[src/rtl/barrel_scheduler.sv]
// Barrel throw scheduler: paces Donkey Kong's throws per frame, allocates each
// new barrel to the lowest free motion slot, and freezes spawning on a player hit.
module barrel_scheduler #(
  parameter int         NUM_SLOTS    = 4,
  parameter int         SPAWN_PERIOD = 120,
  parameter int         THROW_FRAMES = 16,
  parameter logic [9:0] SPAWN_X      = 10'd100,
  parameter logic [9:0] SPAWN_Y      = 10'd114
) (
  input  logic                         frame_clk,
  input  logic                         Reset,
  input  logic                         enable,
  input  logic                         hit,
  input  logic [NUM_SLOTS-1:0]         retire,
  output logic                         spawn_valid,
  output logic [$clog2(NUM_SLOTS)-1:0] spawn_slot,
  output logic [9:0]                   spawn_X,
  output logic [9:0]                   spawn_Y,
  output logic [NUM_SLOTS-1:0]         slot_active,
  output logic                         throw_anim,
  output logic                         frozen,
  output logic [7:0]                   spawned_total
);

  localparam int SLOT_W  = $clog2(NUM_SLOTS);
  localparam int CNT_MAX = (SPAWN_PERIOD > THROW_FRAMES) ? SPAWN_PERIOD : THROW_FRAMES;
  localparam int CNT_W   = $clog2(CNT_MAX + 1);
  localparam logic [CNT_W-1:0] COUNT_LAST = CNT_W'(SPAWN_PERIOD - 1);
  localparam logic [CNT_W-1:0] THROW_LAST = CNT_W'(THROW_FRAMES - 1);

  typedef enum logic [2:0] {IDLE, COUNT, THROW, SPAWN, FROZEN} state_t;

  state_t                state_q, state_d;
  logic [CNT_W-1:0]      cnt_q, cnt_d;
  logic                  spawn_valid_d;
  logic [SLOT_W-1:0]     spawn_slot_d;
  logic [NUM_SLOTS-1:0]  slot_active_d;
  logic [7:0]            spawned_total_d;

  function automatic logic [SLOT_W-1:0] lowest_free(input logic [NUM_SLOTS-1:0] mask);
    logic [SLOT_W-1:0] idx;
    idx = '0;
    for (int i = NUM_SLOTS - 1; i >= 0; i--)
      if (!mask[i]) idx = SLOT_W'(i);
    return idx;
  endfunction

  function automatic logic [7:0] sat_inc8(input logic [7:0] v);
    return (v == 8'hFF) ? v : v + 8'd1;
  endfunction

  assign spawn_X = SPAWN_X;
  assign spawn_Y = SPAWN_Y;

  always_comb begin
    state_d         = state_q;
    cnt_d           = cnt_q;
    spawn_valid_d   = 1'b0;
    spawn_slot_d    = spawn_slot;
    slot_active_d   = slot_active & ~retire;
    spawned_total_d = spawned_total;

    if (hit || state_q == FROZEN) begin
      state_d = FROZEN;
    end else if (!enable) begin
      state_d       = IDLE;
      cnt_d         = '0;
      slot_active_d = '0;
    end else begin
      case (state_q)
        IDLE: begin
          state_d = COUNT;
          cnt_d   = '0;
        end
        COUNT: begin
          // Free-slot test uses the registered mask, so a same-edge retire waits a frame.
          if (cnt_q == COUNT_LAST) begin
            if (!(&slot_active)) begin
              state_d = THROW;
              cnt_d   = '0;
            end
          end else begin
            cnt_d = cnt_q + 1'b1;
          end
        end
        THROW: begin
          if (cnt_q == THROW_LAST) begin
            state_d         = SPAWN;
            cnt_d           = '0;
            spawn_valid_d   = 1'b1;
            spawn_slot_d    = lowest_free(slot_active);
            slot_active_d   = slot_active_d | (NUM_SLOTS'(1) << spawn_slot_d);
            spawned_total_d = sat_inc8(spawned_total);
          end else begin
            cnt_d = cnt_q + 1'b1;
          end
        end
        SPAWN: begin
          state_d = COUNT;
          cnt_d   = '0;
        end
        default: state_d = IDLE;
      endcase
    end
  end

  always_ff @(posedge frame_clk or posedge Reset) begin
    if (Reset) begin
      state_q       <= IDLE;
      cnt_q         <= '0;
      spawn_valid   <= 1'b0;
      spawn_slot    <= '0;
      slot_active   <= '0;
      throw_anim    <= 1'b0;
      frozen        <= 1'b0;
      spawned_total <= 8'd0;
    end else begin
      state_q       <= state_d;
      cnt_q         <= cnt_d;
      spawn_valid   <= spawn_valid_d;
      spawn_slot    <= spawn_slot_d;
      slot_active   <= slot_active_d;
      throw_anim    <= (state_d == THROW);
      frozen        <= (state_d == FROZEN);
      spawned_total <= spawned_total_d;
    end
  end

endmodule

[config.mk]
export PLATFORM = sky130hd
export DESIGN_NAME = barrel_scheduler
export DESIGN_NICKNAME = d
export VERILOG_FILES = /design/src/rtl/barrel_scheduler.sv
export SDC_FILE = /design/constraint.sdc
export NUM_CORES = 1
export LEC_CHECK = 0
export BUFFER_PORTS_ARGS = -buffer_cell sky130_fd_sc_hd__buf_2
export CAP_MARGIN = 20
export CORE_ASPECT_RATIO = 1.5
export CORE_UTILIZATION = 35
export DETAILED_ROUTE_END_ITERATION = 16
export GPL_TIMING_DRIVEN = 0
export PLACE_DENSITY_LB_ADDON = 0.1
export SLEW_MARGIN = 20
export SYNTH_ARGS = -nofsm -noshare
export SYNTH_HDL_FRONTEND = slang
export SYNTH_SLANG_ARGS = --single-unit
[constraint.sdc]
create_clock -name frame_clk -period 2.21 [get_ports frame_clk]
set_input_delay 0.5525 -clock frame_clk [delete_from_list [all_inputs] [get_ports frame_clk]]
set_output_delay 0.5525 -clock frame_clk [all_outputs]
set_load 0.01 [all_outputs]
==> flow_summary.yaml <==
outcome:
  status: "completed"
setup_path:
  crit_chain: "ha_1 -> nand3_1 -> nor2_1 -> o32a_1 -> nor2_1 -> mux2_2"
  reg2reg_depth: 6
  r2r-end: "cnt_q[0]$_DFFE_PP0P_"
  rr_startpoint: "cnt_q[0]$_DFFE_PP0P_"
  cpPeakStageDelay_ps: 420
  critPathKind: "reg -> reg"
  slowest_stage: "o32a_1"
  crit_path_frequent_cell: "nor2_1"
  required_ps: 2430
  crit_path_start: "cnt_q[0]$_DFFE_PP0P_"
  ff2ff_setup_slack_ps: 140
  cp_max_fo: 6
  end_kind: "flop"
  crit_path_start_kind: "flop"
  crit_arrival_ps: 2290
die:
  core_um2: 4029
  die-area_um2: 4546
  pin_count: 45
  die_h_um: 82.08
  initial_core_util: 0.3714
  num_rows: 28
  die_w_um: 55.39
routing:
  first_pass_iters: 4
  avgViaCountPerCell: 4.833
  vias: 1160
  routedWlPerCell_um: 11.77
  drc: 0
  wirelength_mm: 2.825
  drt_iter0_markers: 31
  ant_nets: 0
yosys:
  synth_top_flop_cell: "dfrtp_1"
  synth_common_cells: "dfrtp_1, buf_4, nor2_1"
  ys_ff_latch: 27
  ys_seq_area_frac: 0.4515
  synth.avg_cell_area_um2: 10.04
  yosys-top-cells-area: "dfrtp_1, buf_4, mux2_2"
  syn_inst: 149
  synth.cell_area_um2: 1496
  synth_cell_types: 36
  yosysMostFrequentCell: "dfrtp_1"
  yosys.area.top_type_share: 0.4515
  synth_edf_count: 0
  synth_top_area_cell: "dfrtp_1"
  ys_warn_count: 0
  async_reset_ff_frac: 1.000
finish:
  areaGrowthSynthToFinish_pct: 19.90
  diodes: 0
  nets: 206
  postLayoutCoreUtil: 0.4453
  drive_gt1_frac: 0.3077
  fin_cells: 240
  final_area_um2: 1794
global_routing:
  grt_util_all_layers: 0.1267
  grt_pass1_wl_mm: 4.560
  grt_pass1_vias: 1061
  overflow: 0
  grt_max_degree: 28
  antenna_found_initial: 0
cts:
  cts_resized: 0
  numCtsBuffers: 3
  post-cts-setup-buffers: 0
  cts_hold_buf: 0
  cts-root-buf: "clkbuf_8"
  clock_path_buffers: 2
  insertion_delay_ps: 270
  clk_pin_slew_worst_paths_ps: 100
  cts_sinks: 27
  h-tree-depth: 1
  cts_tree: "built"
sta:
  period_share: 0.9374
  hold_violations: 0
  relSlewSlack: 0.6258
  final_max_slew_viol_count: 0
  finalSetupViolations: 0
  worst_pin_slew_ps: 560.6
  fin_tns_setup_ps: 0
  period_needed_ps: 2072
  rsz0062_at_grt: "false"
  fmax_ghz: 0.4827
  clock_skew_ps: 5.866
flow_run:
  max-cap-violations: 0
place:
  placed_cells: 236
  place.port_buffers: 24
  dp_hpwl_mm: 2.241
  globalplace.congestion: 0.7506
  dpl-instance-area_um2: 1740
hold_path:
  min_path_type: "in -> async"
power:
  peakVddDrop_mv: 0.2966
  power_density_nw_per_um2: 483.3
  p_leak_nw: 0.9137
-- metal layers --
metal  GRT usage  routed length, um
met5           0                  0
met4     0.06750                 50
met3     0.01417                 50
met2      0.2422               1604
met1      0.1365               1120
-- report_power, final --
group | internal [W] | total [W] | leakage, nW | switching (W)
Sequential | 0.000499 | 0.000504 | 0.360 | 0.00000470
Combinational | 0.0000370 | 0.0000770 | 0.532 | 0.0000400
Clock | 0.000128 | 0.000286 | 0.0217 | 0.000158
-- worst max path at each step --
stage / end / slack (ps)
detailed placement: spawned_total[1]$_DFFE_PP0P_ / -30
global placement: spawned_total[1]$_DFFE_PP0P_ / 0.3
CTS: spawned_total[1]$_DFFE_PP0P_ / 130
global route: spawned_total[1]$_DFFE_PP0P_ / 60
floorplan: spawned_total[1]$_DFFE_PP0P_ / 200
finish: cnt_q[0]$_DFFE_PP0P_ / 140
-- registers in the layout (all words and copies together), names as in the netlist --
signal	count
slot_active	4
spawned_total	8
throw_anim	1
spawn_valid	1
spawn_slot	2
state_q	3
frozen	1
cnt_q	7
-- metrics by stage --
step / worst slack [ps] / hold slack [ps] / total power (W)
detailed placement: -27.69 / 482.7 / 0.0005896
finish: 138.4 / 317.4 / 0.0008671
global placement: 0.2749 / 472.3 / 0.0005876
CTS: 126.3 / 497.2 / 0.0008826
global route: 59.62 / 365.2 / 0.0009156
floorplan: 204.7 / 511.0 / 0.0005737
-- worst max-delay path, delay by kind of cell, from the launching register on --
| family | cells | cell delay (ps) |
|---|---|---|
| mux | 1 | 240 |
| fa+ha+maj | 1 | 250 |
| simple gates | 3 | 710 |
| compound gates | 1 | 420 |
| flops | 1 | 410 |
-- layout make-up --
class                           count  area, um^2
Sequential cell                    27       675.6
Clock buffer                        3       41.29
Fill cell                         396        2235
Timing Repair Buffer               24       120.1
Buffer                             21       161.4
Tap cell                           45       56.30
Multi-Input combinational cell    112       705.7
Clock inverter                      1       7.507
Inverter                            7       26.28
-- cells by family after synthesis --
| group | share of synthesized area |
|---|---|
| flops | 0.4515 |
| xor+xnor | 0.03512 |
| buf+inv | 0.1254 |
| other cells | 0.005019 |
| fa+ha+maj | 0.01672 |
| simple gates | 0.2115 |
| compound gates | 0.1246 |
| mux | 0.03010 |
-- cells in the final DEF (no fill, tap or decap), types with 4 or more instances in the layout --
cell	n
a22o_1	5
buf_4	20
a21oi_1	6
inv_1	5
dfrtp_1	27
nor2b_1	5
nor2_1	11
buf_2	24
o21ai_0	7
nand2b_1	7
mux2_2	4
nand3_1	5
xnor2_1	5
nand2_1	5
conb_1	20
(Power assumes the default switching activity.)
